$ cat config.mk
export PLATFORM = sky130hd
export DESIGN_NAME = mux_n_reg_flat
export DESIGN_NICKNAME = d
export VERILOG_FILES = /design/src/rtl/mux_n_reg_pkg.sv /design/src/rtl/mux_n_reg_if.sv /design/src/rtl/mux_n_reg_skid_buf_2.sv /design/src/rtl/mux_n_reg.sv /design/src/flat_wrapper.sv
export SDC_FILE = /design/constraint.sdc
export NUM_CORES = 1
export LEC_CHECK = 0
export CAP_MARGIN = 15
export CORE_MARGIN = 4
export CORE_UTILIZATION = 47
export DETAILED_ROUTE_END_ITERATION = 7
export PLACE_DENSITY_LB_ADDON = 0.15
export SLEW_MARGIN = 25
export SYNTH_ARGS = -nofsm -noshare
export SYNTH_HDL_FRONTEND = slang
export SYNTH_HIERARCHICAL = 1
export SYNTH_SLANG_ARGS = --single-unit
$ cat constraint.sdc
create_clock -name clk -period 3.1 [get_ports clk]
set_clock_uncertainty 0.1 [all_clocks]
set_input_delay 0.31 -clock clk [delete_from_list [all_inputs] [get_ports clk]]
set_output_delay 0.31 -clock clk [all_outputs]
set_load 0.02 [all_outputs]
$ cat src/rtl/mux_n_reg_pkg.sv
// -----------------------------------------------------------------------------
// mux_pkg
// Shared constants and helpers for the N:1 registered operand selector.
//   clog2      : ceiling log2 for elaboration-time width math
//   sel_w      : select width for a given channel count (never below 1)
//   CNT_W_DEF  : default width of the accepted-transfer counter
//   sel_t      : grant encoding for the default 4-channel build
// -----------------------------------------------------------------------------
package mux_pkg;

  localparam int CNT_W_DEF  = 16;
  localparam int NUM_IN_DEF = 4;

  function automatic int clog2(input int n);
    int r;
    r = 0;
    while ((1 << r) < n) r++;
    return r;
  endfunction

  function automatic int sel_w(input int n);
    return (clog2(n) < 1) ? 1 : clog2(n);
  endfunction

  localparam int SEL_W_DEF = sel_w(NUM_IN_DEF);

  typedef logic [SEL_W_DEF-1:0] sel_t;

endpackage

$ cat src/rtl/mux_n_reg_if.sv
// -----------------------------------------------------------------------------
// mux_n_reg_if
// Bundles the operand-selector bus: NUM_IN input streams, select, one output
// stream and the status outputs.
//   slave  : the selector's view (inputs in, selected output out)
//   master : the environment's view (drives inputs, consumes output)
// -----------------------------------------------------------------------------
interface mux_n_reg_if #(
  parameter int WIDTH  = 8,
  parameter int NUM_IN = 4,
  parameter int CNT_W  = mux_pkg::CNT_W_DEF
);
  localparam int SEL_W = mux_pkg::sel_w(NUM_IN);

  logic [NUM_IN*WIDTH-1:0] in_data;
  logic [NUM_IN-1:0]       in_valid;
  logic [NUM_IN-1:0]       in_ready;
  logic [SEL_W-1:0]        sel_in;
  logic [WIDTH-1:0]        out_data;
  logic                    out_valid;
  logic                    out_ready;
  logic                    sel_err;
  logic [CNT_W-1:0]        xfer_cnt;

  modport slave (
    input  in_data, in_valid, sel_in, out_ready,
    output in_ready, out_data, out_valid, sel_err, xfer_cnt
  );

  modport master (
    output in_data, in_valid, sel_in, out_ready,
    input  in_ready, out_data, out_valid, sel_err, xfer_cnt
  );
endinterface

$ cat src/rtl/mux_n_reg_skid_buf_2.sv
// -----------------------------------------------------------------------------
// skid_buf_2
// Two-entry valid/ready skid buffer with a registered in_ready. A main entry
// drives the output; a skid entry catches the one word that arrives while the
// main entry is stalled. in_ready = !skid_full, taken from a flop, so it never
// depends combinationally on out_ready.
// Ports:
//   clk, rst_n          clock, asynchronous active-low reset
//   in_data/in_valid    upstream word and valid
//   in_ready            registered ready (0 during and just after reset)
//   out_data/out_valid  main entry, stable while stalled
//   out_ready           downstream ready
// -----------------------------------------------------------------------------
module skid_buf_2 #(
  parameter int WIDTH = 8
) (
  input  logic             clk,
  input  logic             rst_n,
  input  logic [WIDTH-1:0] in_data,
  input  logic             in_valid,
  output logic             in_ready,
  output logic [WIDTH-1:0] out_data,
  output logic             out_valid,
  input  logic             out_ready
);

  logic [WIDTH-1:0] m_data, m_data_n, s_data, s_data_n;
  logic             m_vld, m_vld_n, s_vld, s_vld_n;
  logic             ready_q;
  logic             acc, pop;

  assign acc = in_valid && ready_q;
  assign pop = m_vld && out_ready;

  always_comb begin
    // NOTE: every signal written here gets a default first, so no latch is inferred.
    m_data_n = m_data;
    m_vld_n  = m_vld;
    s_data_n = s_data;
    s_vld_n  = s_vld;
    if (s_vld) begin
      // Skid full: upstream is already stalled; drain skid into main on pop.
      if (pop) begin
        m_data_n = s_data;
        s_vld_n  = 1'b0;
      end
    end else if (acc) begin
      if (!m_vld || pop) begin
        // Main free or emptying this cycle: reload directly, no bubble.
        m_data_n = in_data;
        m_vld_n  = 1'b1;
      end else begin
        s_data_n = in_data;
        s_vld_n  = 1'b1;
      end
    end else if (pop) begin
      m_vld_n = 1'b0;
    end
  end

  always_ff @(posedge clk or negedge rst_n) begin
    // NOTE: data registers are reset together with the valid bits because out_data must read 0 in reset.
    if (!rst_n) begin
      m_data  <= '0;
      s_data  <= '0;
      m_vld   <= 1'b0;
      s_vld   <= 1'b0;
      ready_q <= 1'b0;
    end else begin
      // NOTE: state is updated with non-blocking '<=' so all flops see pre-edge values.
      m_data  <= m_data_n;
      s_data  <= s_data_n;
      m_vld   <= m_vld_n;
      s_vld   <= s_vld_n;
      ready_q <= !s_vld_n;
    end
  end

  assign in_ready  = ready_q;
  assign out_data  = m_data;
  assign out_valid = m_vld;

endmodule

$ cat src/rtl/mux_n_reg.sv
// -----------------------------------------------------------------------------
// mux_n_reg
// N:1 operand selector for the divider datapath: grant logic picks one of
// NUM_IN streams, its word goes through a 2-entry skid buffer to a registered
// output, and every accepted transfer bumps a wrapping counter.
// Ports:
//   clk, rst_n   clock, asynchronous active-low reset
//   bus (slave)  in_data/in_valid/in_ready per channel, sel_in,
//                out_data/out_valid/out_ready, sel_err, xfer_cnt
// Build option MUX_RR_ARB_EN:
//   defined   -> round-robin grant from rr_ptr, sel_in ignored, sel_err = 0
//   undefined -> explicit grant = sel_in, sel_err flags out-of-range selects
// -----------------------------------------------------------------------------
module mux_n_reg
  import mux_pkg::*;
#(
  parameter int WIDTH  = 8,
  parameter int NUM_IN = 4,
  parameter int CNT_W  = CNT_W_DEF
) (
  input logic         clk,
  input logic         rst_n,
  mux_n_reg_if.slave  bus
);

  localparam int SEL_W = sel_w(NUM_IN);

  logic [SEL_W-1:0]  grant;
  logic              grant_vld;
  logic [WIDTH-1:0]  mux_data;
  logic [NUM_IN-1:0] ready_vec;
  logic              buf_ready;
  logic              accept;
  logic [CNT_W-1:0]  cnt_q;

`ifdef MUX_RR_ARB_EN
  logic [SEL_W-1:0] rr_ptr;

  // First valid channel at or above rr_ptr, wrapping modulo NUM_IN.
  always_comb begin
    int idx;
    idx       = 0;
    grant     = '0;
    grant_vld = 1'b0;
    for (int i = 0; i < NUM_IN; i++) begin
      idx = int'(rr_ptr) + i;
      if (idx >= NUM_IN) idx = idx - NUM_IN;
      if (!grant_vld && bus.in_valid[idx]) begin
        grant_vld = 1'b1;
        grant     = SEL_W'(idx);
      end
    end
  end

  always_ff @(posedge clk or negedge rst_n) begin
    if (!rst_n)      rr_ptr <= '0;
    else if (accept) rr_ptr <= (int'(grant) == NUM_IN - 1) ? '0 : grant + 1'b1;
  end

  assign bus.sel_err = 1'b0;
`else
  logic sel_err_q;

  assign grant     = bus.sel_in;
  assign grant_vld = int'(bus.sel_in) < NUM_IN;

  // Out-of-range select with traffic pending: flagged one cycle later, per cycle.
  always_ff @(posedge clk or negedge rst_n) begin
    if (!rst_n) sel_err_q <= 1'b0;
    else        sel_err_q <= (|bus.in_valid) && !grant_vld;
  end

  assign bus.sel_err = sel_err_q;
`endif

  // Slice mux and one-hot ready; nothing is granted on an invalid select.
  always_comb begin
    mux_data  = '0;
    ready_vec = '0;
    for (int i = 0; i < NUM_IN; i++) begin
      if (grant_vld && int'(grant) == i) begin
        mux_data     = bus.in_data[i*WIDTH +: WIDTH];
        ready_vec[i] = buf_ready;
      end
    end
  end

  assign bus.in_ready = ready_vec;
  assign accept       = |(bus.in_valid & ready_vec);

  skid_buf_2 #(.WIDTH(WIDTH)) u_skid (
    .clk       (clk),
    .rst_n     (rst_n),
    .in_data   (mux_data),
    .in_valid  (accept),
    .in_ready  (buf_ready),
    .out_data  (bus.out_data),
    .out_valid (bus.out_valid),
    .out_ready (bus.out_ready)
  );

  always_ff @(posedge clk or negedge rst_n) begin
    if (!rst_n)      cnt_q <= '0;
    else if (accept) cnt_q <= cnt_q + 1'b1;
  end

  assign bus.xfer_cnt = cnt_q;

endmodule

$ cat src/flat_wrapper.sv
// flat-port wrapper written by rule: the top's interface ports become plain ports
module mux_n_reg_flat import mux_pkg::*;
#(
  parameter int WIDTH  = 8,
  parameter int NUM_IN = 4,
  parameter int CNT_W  = CNT_W_DEF
)
  (clk, rst_n, bus_in_data, bus_in_valid, bus_sel_in, bus_out_ready, bus_in_ready, bus_out_data, bus_out_valid, bus_sel_err, bus_xfer_cnt);
  mux_n_reg_if #(.WIDTH(WIDTH), .NUM_IN(NUM_IN), .CNT_W(CNT_W)) bus_i ();
  input logic clk;
  input logic rst_n;
  input wire logic [$bits(bus_i.in_data)-1:0] bus_in_data;
  input wire logic [$bits(bus_i.in_valid)-1:0] bus_in_valid;
  input wire logic [$bits(bus_i.sel_in)-1:0] bus_sel_in;
  input wire logic [$bits(bus_i.out_ready)-1:0] bus_out_ready;
  output wire logic [$bits(bus_i.in_ready)-1:0] bus_in_ready;
  output wire logic [$bits(bus_i.out_data)-1:0] bus_out_data;
  output wire logic [$bits(bus_i.out_valid)-1:0] bus_out_valid;
  output wire logic [$bits(bus_i.sel_err)-1:0] bus_sel_err;
  output wire logic [$bits(bus_i.xfer_cnt)-1:0] bus_xfer_cnt;
  assign bus_i.in_data = bus_in_data;
  assign bus_i.in_valid = bus_in_valid;
  assign bus_i.sel_in = bus_sel_in;
  assign bus_i.out_ready = bus_out_ready;
  assign bus_in_ready = bus_i.in_ready;
  assign bus_out_data = bus_i.out_data;
  assign bus_out_valid = bus_i.out_valid;
  assign bus_sel_err = bus_i.sel_err;
  assign bus_xfer_cnt = bus_i.xfer_cnt;
  mux_n_reg #(.WIDTH(WIDTH), .NUM_IN(NUM_IN), .CNT_W(CNT_W)) u_core (.clk(clk), .rst_n(rst_n), .bus(bus_i));
endmodule
## After elaboration in Yosys (flattened, before gate mapping)

Cells that the tools add are included.

| storage, ports and cells | value |
|---|---|
| word-level logic and storage cells | 47 |
| output and inout port bits | 30 |
| bits of input ports | 41 |
| flip-flop bits (word level) | 35 |

| operators by class | value |
|---|---|
| eq/ne operators | 5 |
| add/sub/neg operators | 1 |
| bitwise logic cells | 3 |
| reduce and logical (&&, ||, !) cells | 13 |
| mux-type cells | 19 |

Operators with widths:

| cell | number |
|---|---|
| 2-to-1 mux 8 bit | 8 |
| adder 16 x 1 -> 16 bit (second input constant) | 1 |
| 2-to-1 mux 1 bit | 11 |
| AND reduction 3 bit | 3 |
| nonzero test 2 bit | 3 |
| AND 4 bit | 1 |
| == test 2 bit (second input constant) | 2 |
| inequality test 2 x 1 -> 1 bit (second input constant) | 2 |
| OR reduction 4 bit | 1 |
| == test 2 x 1 -> 1 bit (second input constant) | 1 |
| logical AND 1 bit | 2 |
| logical NOT 1 bit | 2 |
| logical NOT 2 bit | 1 |
| inverter 1 bit | 2 |
| logical OR 1 bit | 1 |

## Longest topological paths before layout

Gate-level depths: netlist of the first run.

| logic depth | value |
|---|---|
| depth after elaboration | 8 |
| depth in mapped cells | 7 |
| depth with buffers taken out | 6 |

## Modules after synthesis

The synthesis of the first run kept the hierarchy.

Modules (own cells, without submodules):

| module | instances | seq. area each (µm²) | area an instance (µm²) | cells an instance |
|---|---|---|---|---|
| mux_n_reg | 1 | 400.4 | 984.7 | 86 |
| skid_buf_2 | 1 | 475.5 | 834.6 | 54 |

## Worst setup path after synthesis of the first run

OpenSTA, ideal clock, no wires.

| timing path | value |
|---|---|
| kind | input port to flip-flop |
| start | in bus_sel_in[1] |
| end | reg u_core.u_skid.s_data[0] |
| stages on the path | 7 |
| path slack | 1.002 ns |
| arrival time | 1.873 ns |
| data required time | 2.875 ns |
| setup time | 0.125 ns |
| path buffers | 1 |
| path through | buf_4 -> nand2b_4 -> o22a_1 -> inv_1 -> nand3b_4 -> nor3b_4 -> mux2_2 |

| between the ends | value |
|---|---|
| cells in the longest elaborated chain, start to end | 6 |
| elaborated cells on any way between the ends | 16 |
| those cells by class | eq/ne: 3; mux: 8; bitwise: 1; reduce/logical: 4 |

RTL lines:

| item | RTL line | source |
|---|---|---|
| start, declared | flat_wrapper.sv:14 | `input wire logic [$bits(bus_i.sel_in)-1:0] bus_sel_in;` |
| == test 2 bit (tied with other cells) | mux_n_reg.sv:81 | `if (grant_vld && int'(grant) == i) begin` |
| 2-to-1 mux 1 bit | mux_n_reg.sv:81 |  |
| AND 4 bit * | mux_n_reg.sv:89 | `assign accept = \|(bus.in_valid & ready_vec);` |
| OR reduction 4 bit * | mux_n_reg.sv:89 |  |
| named net u_core.accept | mux_n_reg.sv:33 | `logic accept;` |
| logical AND 1 bit * | mux_n_reg_skid_buf_2.sv:32 | `assign acc = in_valid && ready_q;` |
| AND reduction 3 bit (no source line) * | -- |  |
| end signal, assigned | mux_n_reg_skid_buf_2.sv:72 | `s_data <= s_data_n;` |
| end, declared | mux_n_reg_skid_buf_2.sv:27 | `logic [WIDTH-1:0] m_data, m_data_n, s_data, s_data_n;` |

Mark *: on every way through the listed nets, which the timed path passes. The rest lies on a longest branch.
A chain may end at the register's enable or synchronous reset.

## Worst setup path in the final report of the first run

| timing path | value |
|---|---|
| start | in bus_sel_in[1] |
| end | reg u_core.u_skid.s_data[3] |

Same word-level chain as after synthesis.

==> metrics.txt, run 1 <==
# TYPE chip_impl_metric gauge
chip_impl_info{name="status",value="complete, no violations"} 1
chip_impl_metric{name="area_growth",unit="%"} 46.5
chip_impl_metric{name="final_layout_size_suffix_gt1_frac",unit=""} 0.218
chip_impl_info{name="critical_path.cell_chain",value="clkdlybuf4s50_1 -> nand2b_4 -> o22a_1 -> inv_1 -> nand3b_4 -> nor3b_4 -> mux2_2"} 1
chip_impl_metric{name="wl_per_cell",unit="um"} 16.3
chip_impl_info{name="critical-path-top-delay-family",value="simple AND/OR/NAND/NOR gates"} 1
chip_impl_metric{name="cts.clk_slew.worst_paths",unit="ns"} 0.06
chip_impl_metric{name="n_diodes",unit=""} 0
chip_impl_metric{name="port-buffer-count",unit=""} 69
chip_impl_info{name="rsz0062_at_grt",value="false"} 1
chip_impl_metric{name="r2r_cells",unit=""} 6
chip_impl_metric{name="die_w",unit="um"} 70.2
chip_impl_metric{name="worst_slew_pin_slew",unit="ns"} 0.503
chip_impl_metric{name="fin_area",unit="mm^2"} 0.00267
chip_impl_info{name="worst-setup-path-type",value="primary input to register"} 1
chip_impl_metric{name="worst_slack_on_hold_paths",unit="ns"} 0.352
chip_impl_metric{name="yosys_warnings",unit=""} 6
chip_impl_metric{name="timing.final.ws_setup",unit="ns"} 0.768
chip_impl_metric{name="final-max-slew-violation-count",unit=""} 0
chip_impl_metric{name="total_buffers_and_inverters_traversed_by_the_critical_path",unit=""} 2
chip_impl_info{name="class_of_the_worst_hold_path",value="primary input to asynchronous set/reset pin"} 1
chip_impl_metric{name="syn_area",unit="mm^2"} 0.00182
chip_impl_metric{name="power.ir.vdd_worst",unit="mV"} 0.425
chip_impl_metric{name="hold_violation_total_from_the_final_report",unit=""} 0
chip_impl_metric{name="clock.fmax",unit="GHz"} 0.429
chip_impl_metric{name="grt_pass1_wl",unit="um"} 7400
chip_impl_metric{name="remaining_drc_errors",unit=""} 0
chip_impl_metric{name="number_of_global_route_vias_before_repair",unit=""} 1521
chip_impl_metric{name="tns",unit="ns"} 0
chip_impl_metric{name="critPathMaxStageDelay",unit="ns"} 0.47
chip_impl_metric{name="hpwlAfterDp",unit="um"} 3320
chip_impl_metric{name="worstPathRequired",unit="ns"} 3.16
chip_impl_metric{name="global_route.usage.total",unit=""} 0.187
chip_impl_metric{name="coreArea",unit="mm^2"} 0.00369
chip_impl_metric{name="timing.final.crit_period",unit="ns"} 2.33
chip_impl_metric{name="detailedRoute.firstIterationViolations",unit=""} 55
chip_impl_metric{name="die_area",unit="mm^2"} 0.00493
chip_impl_metric{name="post-route-period-util",unit=""} 0.752
chip_impl_metric{name="fin_nets",unit=""} 257
chip_impl_info{name="commonest_cells_after_routing_fill_and_taps_aside",value="69 x sky130_fd_sc_hd__clkdlybuf4s50_1, 35 x sky130_fd_sc_hd__dfrtp_1, 24 x sky130_fd_sc_hd__mux2_2"} 1
chip_impl_metric{name="tritoncts_num_sinks",unit=""} 35
chip_impl_metric{name="cts-hold-fix-buffers",unit=""} 0
chip_impl_metric{name="start_util",unit=""} 0.493
chip_impl_metric{name="max-cap-violations",unit=""} 0
chip_impl_metric{name="die_y",unit="um"} 70.2
chip_impl_metric{name="detail_route.first_pass.iterations",unit=""} 4
chip_impl_metric{name="fill_cells",unit=""} 278
chip_impl_metric{name="vias",unit=""} 1386
chip_impl_metric{name="io_pins",unit=""} 71
chip_impl_metric{name="finalSetupViolations",unit=""} 0
chip_impl_metric{name="global_placement_routability_congestion",unit=""} 0.769
chip_impl_metric{name="cts_max_level",unit=""} 2
chip_impl_metric{name="power.density",unit="mW/mm^2"} 723
chip_impl_metric{name="reg2reg_setup_slack",unit="ns"} 0.85
chip_impl_metric{name="arrival",unit="ns"} 2.39
chip_impl_metric{name="count_of_different_cell_masters_after_synthesis",unit=""} 29
chip_impl_metric{name="clkLatencyLatePin",unit="ns"} 0.28
chip_impl_metric{name="max_slew_margin_vs_limit",unit=""} 0.665
chip_impl_metric{name="leakagePower",unit="nW"} 1.15
chip_impl_metric{name="place_area",unit="mm^2"} 0.00256
chip_impl_metric{name="register_bit_count_reported_by_yosys",unit=""} 35
chip_impl_metric{name="grt_start_max_net_pins",unit=""} 36
chip_impl_info{name="critical_path.startpoint_type",value="primary input"} 1
chip_impl_info{name="cts_tree",value="yes"} 1
chip_impl_metric{name="avgSynthCellArea",unit="um^2"} 13.0
chip_impl_metric{name="std_cell_rows",unit=""} 22
chip_impl_metric{name="seq_area_frac_synth",unit=""} 0.481
chip_impl_metric{name="grt_overflow_total",unit=""} 0
chip_impl_metric{name="antenna_found_initial",unit=""} 0
chip_impl_metric{name="cts_setup_buffers",unit=""} 0
chip_impl_metric{name="syn-num-nets",unit=""} 182
chip_impl_metric{name="drtAntennaViolNets",unit=""} 0
chip_impl_metric{name="routed_wl",unit="um"} 4300
chip_impl_metric{name="netlist_instances",unit=""} 140
chip_impl_info{name="worstSetupEndpointType",value="register"} 1
chip_impl_info{name="worst_r2r_startpoint",value="u_core/u_skid/in_ready"} 1
chip_impl_metric{name="cts.path.max_buffers",unit=""} 2
chip_impl_metric{name="dp_slack",unit="ns"} 0.484
chip_impl_metric{name="cts-buffers-inserted",unit=""} 5
chip_impl_info{name="cts.root.buffer_cell",value="sky130_fd_sc_hd__clkbuf_8"} 1
chip_impl_metric{name="crit_fanout",unit=""} 8
chip_impl_info{name="layout.cells.most_common",value="sky130_fd_sc_hd__clkdlybuf4s50_1"} 1
chip_impl_metric{name="post_cts.resized_instances",unit=""} 0
chip_impl_info{name="cpMaxStageDelayCell",value="sky130_fd_sc_hd__nor3b_4"} 1
chip_impl_metric{name="post_drt_via_cell_ratio",unit=""} 5.25
chip_impl_info{name="worstReg2RegEnd",value="u_core/u_skid/s_data[3]"} 1
-- how the worst max path moves through the flow --
stage,from,to,slack [ns],cells past startpoint
after detailed placement,bus_sel_in[1],u_core/u_skid/s_data[3],0.48,7
after global placement,bus_sel_in[1],u_core/u_skid/s_data[5],0.51,7
after global routing,bus_sel_in[1],u_core/u_skid/s_data[3],0.65,7
final,bus_sel_in[1],u_core/u_skid/s_data[3],0.77,7
after floorplan,bus_sel_in[1],u_core/u_skid/s_data[0],1.00,7
after CTS,bus_sel_in[0],bus_in_ready[1],0.76,5
-- sequential cells by signal (all words and copies together), names as in the netlist --
signal	flops
u_core/u_skid/s_vld	1
u_core/u_skid/out_data	8
u_core/u_skid/out_valid	1
u_core/u_skid/in_ready	1
u_core/u_skid/s_data	8
u_core/bus.xfer_cnt	16
-- worst register-to-register path: stages, from the launching register on --
cell and delay [ns]:
sky130_fd_sc_hd__dfrtp_1 0.48, sky130_fd_sc_hd__nand2_1 0.13, sky130_fd_sc_hd__o22a_1 0.19, sky130_fd_sc_hd__inv_1 0.23, sky130_fd_sc_hd__nand3b_4 0.14, sky130_fd_sc_hd__nor3b_4 0.47
sky130_fd_sc_hd__mux2_2 0.40
-- metal layers --
metal | vias up | global-route usage | routed length, um
met5 | - | 0 | 0
met4 | 0 | 0.0319 | 24
met3 | 4 | 0.0547 | 182
met2 | 40 | 0.336 | 2320
met1 | 687 | 0.224 | 1770
li1 | 655 | - | -
-- cell usage after synthesis --
cell type                  number  area share
sky130_fd_sc_hd__mux2_2        24        0.15
sky130_fd_sc_hd__nand4_1        4       0.014
sky130_fd_sc_hd__dfrtp_1       35        0.48
sky130_fd_sc_hd__nor3_1         2      0.0055
sky130_fd_sc_hd__and4_1         1      0.0048
sky130_fd_sc_hd__nor2_1         7       0.014
sky130_fd_sc_hd__a21o_1         1      0.0041
sky130_fd_sc_hd__buf_2          1      0.0027
sky130_fd_sc_hd__o21ai_0        1      0.0027
sky130_fd_sc_hd__xnor2_1        5       0.024
sky130_fd_sc_hd__nand3b_4       1       0.011
sky130_fd_sc_hd__nor4_1         6       0.021
sky130_fd_sc_hd__o22a_1         1      0.0048
sky130_fd_sc_hd__a31oi_1        1      0.0034
sky130_fd_sc_hd__nor3b_1        1      0.0041
sky130_fd_sc_hd__xor2_1        10       0.048
sky130_fd_sc_hd__mux4_2         8       0.099
sky130_fd_sc_hd__buf_6          1      0.0062
sky130_fd_sc_hd__a22oi_2        1      0.0069
sky130_fd_sc_hd__nor3b_4        1       0.010
sky130_fd_sc_hd__inv_1          4      0.0083
sky130_fd_sc_hd__nand2b_4       1      0.0076
sky130_fd_sc_hd__conb_1         1      0.0021
sky130_fd_sc_hd__nand2_1       10       0.021
sky130_fd_sc_hd__mux2i_1        2       0.011
sky130_fd_sc_hd__nand3_1        6       0.017
sky130_fd_sc_hd__ha_1           1      0.0069
sky130_fd_sc_hd__clkbuf_1       1      0.0021
sky130_fd_sc_hd__buf_4          2      0.0083
-- kinds of logic (layout without fill, tap and decap cells) --
family                   Yosys count  count (layout)  share of synthesized area
buffers and inverters              9              85                     0.0275
AND/OR/NAND/NOR                   40              40                      0.129
AO/OA/AOI/OAI                      5               5                     0.0220
other                              1               1                    0.00206
adder cells (fa/ha/maj)            1               1                    0.00688
multiplexers                      34              34                      0.259
flip-flops                        35              35                      0.481
XOR/XNOR                          15              15                     0.0722
-- cell type report --
class                      instances  area (um^2)  share of cell area
clock buffer                       8          100              0.0376
inverter                           4         15.0             0.00563
multi-input combinational         96          893               0.335
sequential                        35          876               0.329
tap                               48         60.1              0.0225
timing repair buffer              73          721               0.270
-- power by group --
part           total, mW  internal [mW]  switching (mW)
combinational      0.806          0.463           0.343
sequential         0.770          0.616           0.154
clock              0.352          0.203           0.149
-- stage by stage --
stage               std cells  total power, mW   util
floorplan                 140             1.23      -
CTS                       264             1.95  0.723
global placement          256             1.56  0.695
global route              264             2.05  0.723
finish                    264             1.93  0.723
detailed placement        256             1.60  0.695
(Power assumes the default switching activity.)
==> inputs of run 2 (changes only) <==
--- a/config.mk
+++ b/config.mk
@@ -7,7 +7,7 @@
 export LEC_CHECK = 0
 export CAP_MARGIN = 15
 export CORE_MARGIN = 4
-export CORE_UTILIZATION = 47
+export CORE_UTILIZATION = 39
 export DETAILED_ROUTE_END_ITERATION = 7
 export PLACE_DENSITY_LB_ADDON = 0.15
 export SLEW_MARGIN = 25
==> constraint.sdc (replaced) <==
create_clock -name clk -period 2 [get_ports clk]
set_clock_uncertainty 0.1 [all_clocks]
set_input_delay 0.2 -clock clk [delete_from_list [all_inputs] [get_ports clk]]
set_output_delay 0.2 -clock clk [all_outputs]
set_load 0.02 [all_outputs]
==> metrics.txt, run 2 (synthesis gave the netlist of run 1 again) <==
# TYPE chip_impl_metric gauge
chip_impl_metric{name="timing.final.crit_period",unit="ns"} 1.87
chip_impl_metric{name="tns",unit="ns"} 0
chip_impl_info{name="worstSetupEndpointType",value="register"} 1
chip_impl_metric{name="power.ir.vdd_worst",unit="mV"} 0.657
chip_impl_metric{name="cts.clk_slew.worst_paths",unit="ns"} 0.07
chip_impl_info{name="status",value="complete, no violations"} 1
chip_impl_metric{name="fill_cells",unit=""} 356
chip_impl_metric{name="tritoncts_num_sinks",unit=""} 35
chip_impl_metric{name="grt_start_max_net_pins",unit=""} 36
chip_impl_metric{name="arrival",unit="ns"} 1.94
chip_impl_info{name="class_of_the_worst_hold_path",value="primary input to asynchronous set/reset pin"} 1
chip_impl_metric{name="largest_register_ff_count",unit=""} 16
chip_impl_metric{name="worstPathRequired",unit="ns"} 2.07
chip_impl_metric{name="remaining_drc_errors",unit=""} 0
chip_impl_metric{name="crit_fanout",unit=""} 8
chip_impl_metric{name="post_drt_via_cell_ratio",unit=""} 5.23
chip_impl_metric{name="hpwlAfterDp",unit="um"} 3360
chip_impl_metric{name="clock.fmax",unit="GHz"} 0.534
chip_impl_metric{name="number_of_global_route_vias_before_repair",unit=""} 1624
chip_impl_metric{name="grt_overflow_total",unit=""} 0
chip_impl_metric{name="post-route-period-util",unit=""} 0.936
chip_impl_metric{name="seq_area",unit="um^2"} 877
chip_impl_info{name="rsz0062_at_grt",value="false"} 1
chip_impl_metric{name="die_w",unit="um"} 76.3
chip_impl_metric{name="cts.path.max_buffers",unit=""} 2
chip_impl_info{name="worst_r2r_startpoint",value="u_core/u_skid/in_ready"} 1
chip_impl_metric{name="die_y",unit="um"} 76.3
chip_impl_info{name="cts_tree",value="yes"} 1
chip_impl_metric{name="cts-hold-fix-buffers",unit=""} 0
chip_impl_info{name="cpMaxStageDelayCell",value="sky130_fd_sc_hd__dfrtp_2"} 1
chip_impl_metric{name="p_int",unit="mW"} 2.15
chip_impl_metric{name="cts-buffers-inserted",unit=""} 5
chip_impl_metric{name="seq_pwr_share",unit=""} 0.365
chip_impl_metric{name="die_area",unit="mm^2"} 0.00582
chip_impl_metric{name="total_power",unit="mW"} 3.18
chip_impl_metric{name="place_area",unit="mm^2"} 0.00266
chip_impl_metric{name="routed_wl",unit="um"} 4400
chip_impl_metric{name="port-buffer-count",unit=""} 69
chip_impl_metric{name="start_util",unit=""} 0.409
chip_impl_metric{name="vias",unit=""} 1439
chip_impl_info{name="commonest_cells_after_routing_fill_and_taps_aside",value="63 x sky130_fd_sc_hd__clkdlybuf4s50_1, 34 x sky130_fd_sc_hd__dfrtp_1, 24 x sky130_fd_sc_hd__mux2_2"} 1
chip_impl_metric{name="fin_cells",unit=""} 275
chip_impl_metric{name="power.density",unit="mW/mm^2"} 1140
chip_impl_metric{name="final_util",unit=""} 0.625
chip_impl_metric{name="global_route.usage.total",unit=""} 0.164
chip_impl_metric{name="std_cell_rows",unit=""} 24
chip_impl_metric{name="cts_max_level",unit=""} 2
chip_impl_info{name="worstReg2RegEnd",value="u_core/u_skid/s_data[3]"} 1
chip_impl_metric{name="critPathMaxStageDelay",unit="ns"} 0.44
chip_impl_metric{name="swShare",unit=""} 0.325
chip_impl_metric{name="final-max-slew-violation-count",unit=""} 0
chip_impl_metric{name="leakagePower",unit="nW"} 1.24
chip_impl_metric{name="grt_pass1_wl",unit="um"} 7740
chip_impl_info{name="worst-setup-path-type",value="register to register"} 1
chip_impl_metric{name="combPwrFrac",unit=""} 0.431
chip_impl_info{name="layout.cells.most_common",value="sky130_fd_sc_hd__clkdlybuf4s50_1"} 1
chip_impl_metric{name="hold_violation_total_from_the_final_report",unit=""} 0
chip_impl_metric{name="cts_setup_buffers",unit=""} 0
chip_impl_metric{name="detail_route.first_pass.iterations",unit=""} 4
chip_impl_metric{name="antenna_found_initial",unit=""} 0
chip_impl_metric{name="fin_area",unit="mm^2"} 0.00278
chip_impl_info{name="critical_path.cell_chain",value="nand2b_4 -> o22a_1 -> inv_2 -> nand3b_4 -> nor3b_4 -> buf_12 -> mux2_2"} 1
chip_impl_metric{name="global_placement_routability_congestion",unit=""} 0.745
chip_impl_metric{name="finalSetupViolations",unit=""} 0
chip_impl_info{name="critical_path.startpoint_type",value="register"} 1
chip_impl_metric{name="fin_nets",unit=""} 264
chip_impl_metric{name="reg2reg_setup_slack",unit="ns"} 0.13
chip_impl_metric{name="max-cap-violations",unit=""} 0
chip_impl_metric{name="drtAntennaViolNets",unit=""} 0
chip_impl_metric{name="p_clk_frac",unit=""} 0.204
chip_impl_metric{name="area_growth",unit="%"} 52.8
chip_impl_metric{name="wl_per_cell",unit="um"} 16.0
chip_impl_metric{name="detailedRoute.firstIterationViolations",unit=""} 42
chip_impl_metric{name="coreArea",unit="mm^2"} 0.00444
chip_impl_metric{name="netSwitchingPower",unit="mW"} 1.03
chip_impl_metric{name="area_of_the_multi_input_gates",unit="um^2"} 893
chip_impl_metric{name="r2r_cells",unit=""} 7
chip_impl_info{name="cts.root.buffer_cell",value="sky130_fd_sc_hd__clkbuf_8"} 1
chip_impl_metric{name="placed_cells_incl_taps",unit=""} 267
chip_impl_metric{name="io_pins",unit=""} 71
chip_impl_metric{name="n_diodes",unit=""} 0
chip_impl_metric{name="final_layout_size_suffix_gt1_frac",unit=""} 0.256
chip_impl_metric{name="clkLatencyLatePin",unit="ns"} 0.28
-- run 2: stage by stage --
step	worst slack [ns]	hold WS, ns
detailed placement	-0.319	0.360
global route	0.0662	0.275
floorplan	0.0176	-0.196
CTS	0.00955	0.243
finish	0.128	0.233
global placement	-0.252	0.359
-- run 2: power groups by stage --
stage	Combinational, mW	Sequential [mW]	Clock (mW)
after floorplan	0.593	1.31	0
after global placement	1.36	1.15	0
after detailed placement	1.39	1.17	0
after CTS	1.39	1.16	0.665
after global routing	1.48	1.19	0.701
final	1.37	1.16	0.648
-- run 2: cell type report --
class,instances,share of cell area
multi-input combinational,96,0.321
sequential,35,0.316
timing repair buffer,80,0.292
clock buffer,6,0.0297
tap,52,0.0234
clock inverter,2,0.0126
inverter,4,0.00540
-- run 2: repair_timing --
item	4_1_cts	5_1_grt
endpoints found under the hold margin	0	0
setup endpoints to repair	12	9
resized for setup	5	3
pin swaps	0	1
-- run 2: critical path: cells and delay by family, from the launching register on --
family | cells | cell delay (ns)
AO/OA/AOI/OAI | 1 | 0.23
buffers and inverters | 2 | 0.24
flip-flops | 1 | 0.44
multiplexers | 1 | 0.33
AND/OR/NAND/NOR | 3 | 0.42
-- run 2: layer usage --
metal  routed length [um]  up-vias  GRT usage  part of all wire
li1                     -      669          -                 -
met1                 1820      713      0.187              0.41
met2                 2240       51      0.288              0.51
met3                  267        6     0.0473             0.061
met4                   63        0     0.0688             0.014
met5                    0        -          0                 0
-- run 2: how the worst max path moves through the flow --
stage / from / to / slack (ns)
detailed placement: bus_sel_in[0] / u_core/u_skid/s_data[5] / -0.32
CTS: bus_sel_in[1] / bus_in_ready[2] / 0.01
floorplan: u_core/u_skid/in_ready / u_core/u_skid/s_data[0] / 0.02
global route: u_core/u_skid/in_ready / u_core/u_skid/s_data[5] / 0.07
global placement: bus_sel_in[0] / u_core/u_skid/out_data[2] / -0.25
finish: u_core/u_skid/in_ready / u_core/u_skid/s_data[3] / 0.13
==> inputs of run 3 (changes only) <==
--- a/config.mk
+++ b/config.mk
@@ -5,8 +5,7 @@
 export SDC_FILE = /design/constraint.sdc
 export NUM_CORES = 1
 export LEC_CHECK = 0
-export CAP_MARGIN = 15
-export CORE_MARGIN = 4
+export CAP_MARGIN = 20
 export CORE_UTILIZATION = 39
 export DETAILED_ROUTE_END_ITERATION = 7
 export PLACE_DENSITY_LB_ADDON = 0.15
==> metrics.txt, run 3 (synthesis gave the netlist of run 1 again) <==
# TYPE chip_impl_metric gauge
chip_impl_info{name="critical_path.startpoint_type",value="register"} 1
chip_impl_metric{name="antenna_found_initial",unit=""} 0
chip_impl_info{name="worstSetupEndpointType",value="output port"} 1
chip_impl_metric{name="vias",unit=""} 1421
chip_impl_metric{name="global_placement_routability_congestion",unit=""} 0.799
chip_impl_metric{name="cts.path.max_buffers",unit=""} 2
chip_impl_metric{name="clock.fmax",unit="GHz"} 0.540
chip_impl_metric{name="crit_fanout",unit=""} 3
chip_impl_metric{name="grt_start_max_net_pins",unit=""} 36
chip_impl_metric{name="port-buffer-count",unit=""} 69
chip_impl_metric{name="final-max-slew-violation-count",unit=""} 0
chip_impl_metric{name="coreArea",unit="mm^2"} 0.00441
chip_impl_metric{name="post-route-period-util",unit=""} 0.925
chip_impl_metric{name="clkLatencyLatePin",unit="ns"} 0.28
chip_impl_metric{name="final_util",unit=""} 0.631
chip_impl_metric{name="area_of_the_multi_input_gates",unit="um^2"} 893
chip_impl_metric{name="met2_length",unit="um"} 2190
chip_impl_metric{name="final_layout_size_suffix_gt1_frac",unit=""} 0.254
chip_impl_metric{name="leakagePower",unit="nW"} 1.24
chip_impl_metric{name="fill_cells",unit=""} 368
chip_impl_metric{name="dp_slack",unit="ns"} -0.335
chip_impl_metric{name="detailed_routed_wire_length_on_met3",unit="um"} 254
chip_impl_metric{name="global_route.usage.total",unit=""} 0.183
chip_impl_metric{name="timing.final.crit_period",unit="ns"} 1.85
chip_impl_info{name="cpMaxStageDelayCell",value="sky130_fd_sc_hd__clkdlybuf4s50_1"} 1
chip_impl_metric{name="number_of_global_route_vias_before_repair",unit=""} 1508
chip_impl_info{name="status",value="complete, no violations"} 1
chip_impl_metric{name="drtAntennaViolNets",unit=""} 0
chip_impl_metric{name="tns",unit="ns"} 0
chip_impl_metric{name="power.density",unit="mW/mm^2"} 1140
chip_impl_metric{name="hpwlAfterDp",unit="um"} 3170
chip_impl_info{name="rsz0062_at_grt",value="false"} 1
chip_impl_metric{name="detail_route.first_pass.iterations",unit=""} 4
chip_impl_metric{name="die_area",unit="mm^2"} 0.00494
chip_impl_info{name="cts.root.buffer_cell",value="sky130_fd_sc_hd__clkbuf_8"} 1
chip_impl_metric{name="max-cap-violations",unit=""} 0
chip_impl_info{name="top_layer_used",value="met4"} 1
chip_impl_metric{name="start_util",unit=""} 0.412
chip_impl_metric{name="power.ir.vdd_worst",unit="mV"} 0.819
chip_impl_info{name="critical_path.cell_chain",value="nand2b_4 -> buf_4 -> nor2_1 -> clkdlybuf4s50_1"} 1
chip_impl_metric{name="timing.final.ws_setup",unit="ns"} 0.150
chip_impl_metric{name="worstPathRequired",unit="ns"} 1.70
chip_impl_metric{name="met1_length",unit="um"} 1720
chip_impl_metric{name="critPathMaxStageDelay",unit="ns"} 0.61
chip_impl_metric{name="fin_area",unit="mm^2"} 0.00279
chip_impl_metric{name="tritoncts_num_sinks",unit=""} 35
chip_impl_metric{name="die_y",unit="um"} 70.3
chip_impl_metric{name="largest_register_ff_count",unit=""} 16
chip_impl_metric{name="cts-buffers-inserted",unit=""} 5
chip_impl_metric{name="hold_violation_total_from_the_final_report",unit=""} 0
chip_impl_metric{name="grt_pass1_wl",unit="um"} 7090
chip_impl_metric{name="cts.clk_slew.worst_paths",unit="ns"} 0.08
chip_impl_metric{name="std_cell_rows",unit=""} 24
chip_impl_info{name="commonest_cells_after_routing_fill_and_taps_aside",value="64 x sky130_fd_sc_hd__clkdlybuf4s50_1, 35 x sky130_fd_sc_hd__dfrtp_1, 24 x sky130_fd_sc_hd__mux2_2"} 1
chip_impl_metric{name="area_growth",unit="%"} 53.2
chip_impl_metric{name="wl_per_cell",unit="um"} 15.2
chip_impl_metric{name="place_area",unit="mm^2"} 0.00267
chip_impl_metric{name="die_w",unit="um"} 70.3
chip_impl_metric{name="grt_overflow_total",unit=""} 0
chip_impl_metric{name="n_diodes",unit=""} 0
chip_impl_metric{name="detailedRoute.firstIterationViolations",unit=""} 43
chip_impl_metric{name="remaining_drc_errors",unit=""} 0
chip_impl_metric{name="fin_nets",unit=""} 265
chip_impl_metric{name="io_pins",unit=""} 71
chip_impl_info{name="worst-setup-path-type",value="register to output port"} 1
chip_impl_metric{name="arrival",unit="ns"} 1.55
chip_impl_metric{name="seq_area",unit="um^2"} 876
chip_impl_metric{name="finalSetupViolations",unit=""} 0
chip_impl_metric{name="cts_max_level",unit=""} 2
chip_impl_info{name="cts_tree",value="yes"} 1
chip_impl_metric{name="post_drt_via_cell_ratio",unit=""} 5.15
chip_impl_metric{name="cts-hold-fix-buffers",unit=""} 0
chip_impl_info{name="layout.cells.most_common",value="sky130_fd_sc_hd__clkdlybuf4s50_1"} 1
chip_impl_metric{name="total_power",unit="mW"} 3.18
chip_impl_metric{name="routed_wl",unit="um"} 4190
chip_impl_info{name="class_of_the_worst_hold_path",value="primary input to asynchronous set/reset pin"} 1
[run 3: cell types whose count changed in the layout (fill, tap and decap cells not counted), sizes merged]
| cell | previous run | this run |
|---|---|---|
| buf | 11 | 12 |
| clkdlybuf4s50 | 63 | 64 |
| dlygate4sd2 | 4 | 3 |
[run 3: worst max-delay path, delay by kind of cell (launching register included)]
| kind | cells | cell delay, ns |
|---|---|---|
| flip-flops | 1 | 0.41 |
| buffers and inverters | 2 | 0.74 |
| AND/OR/NAND/NOR | 2 | 0.13 |
[run 3: layer usage]
| layer | up-vias | GRT usage |
|---|---|---|
| li1 | 671 | - |
| met1 | 700 | 0.215 |
| met2 | 45 | 0.321 |
| met3 | 5 | 0.0491 |
| met4 | 0 | 0.0578 |
| met5 | - | 0 |
[run 3: layout make-up]
type                            instances  area share
Clock buffer                            6      0.0296
Clock inverter                          2      0.0126
Inverter                                4     0.00539
Multi-Input combinational cell         96       0.321
Sequential cell                        35       0.314
Tap cell                               52      0.0233
Timing Repair Buffer                   81       0.294
[run 3: timing repair]
item                       CTS  global route
setup endpoints to repair   18            11
pin swaps                    0             1
gates resized for setup      3             3
buffers inserted             0             0
[run 3: path summary, 6_finish.rpt]
| path | from | end | slack (ns) | cells past startpoint |
|---|---|---|---|---|
| max | u_core/u_skid/in_ready | bus_in_ready[1] | 0.15 | 4 |
| min | rst_n | u_core/u_skid/s_data[1] | 0.23 | 2 |
| max reg2reg | u_core/u_skid/in_ready | u_core/u_skid/s_data[0] | 0.17 | 7 |
| min reg2reg | u_core/bus.xfer_cnt[15] | u_core/bus.xfer_cnt[15] | 0.37 | 1 |
| max in group asynchronous | rst_n | u_core/bus.xfer_cnt[2] | 1.25 | 2 |
| min in group clk | u_core/bus.xfer_cnt[15] | u_core/bus.xfer_cnt[15] | 0.37 | 1 |
[run 3: power breakdown]
part	leakage (nW)	switching (mW)	internal, mW
Combinational	0.739	0.584	0.797
Sequential	0.444	0.195	0.955
Clock	0.0612	0.245	0.403
[run 3: per-stage QoR]
step / hold slack, ns / std cells
floorplan: -0.196 / 140
global placement: 0.359 / 268
detailed placement: 0.365 / 268
CTS: 0.250 / 276
global route: 0.298 / 276
finish: 0.232 / 276
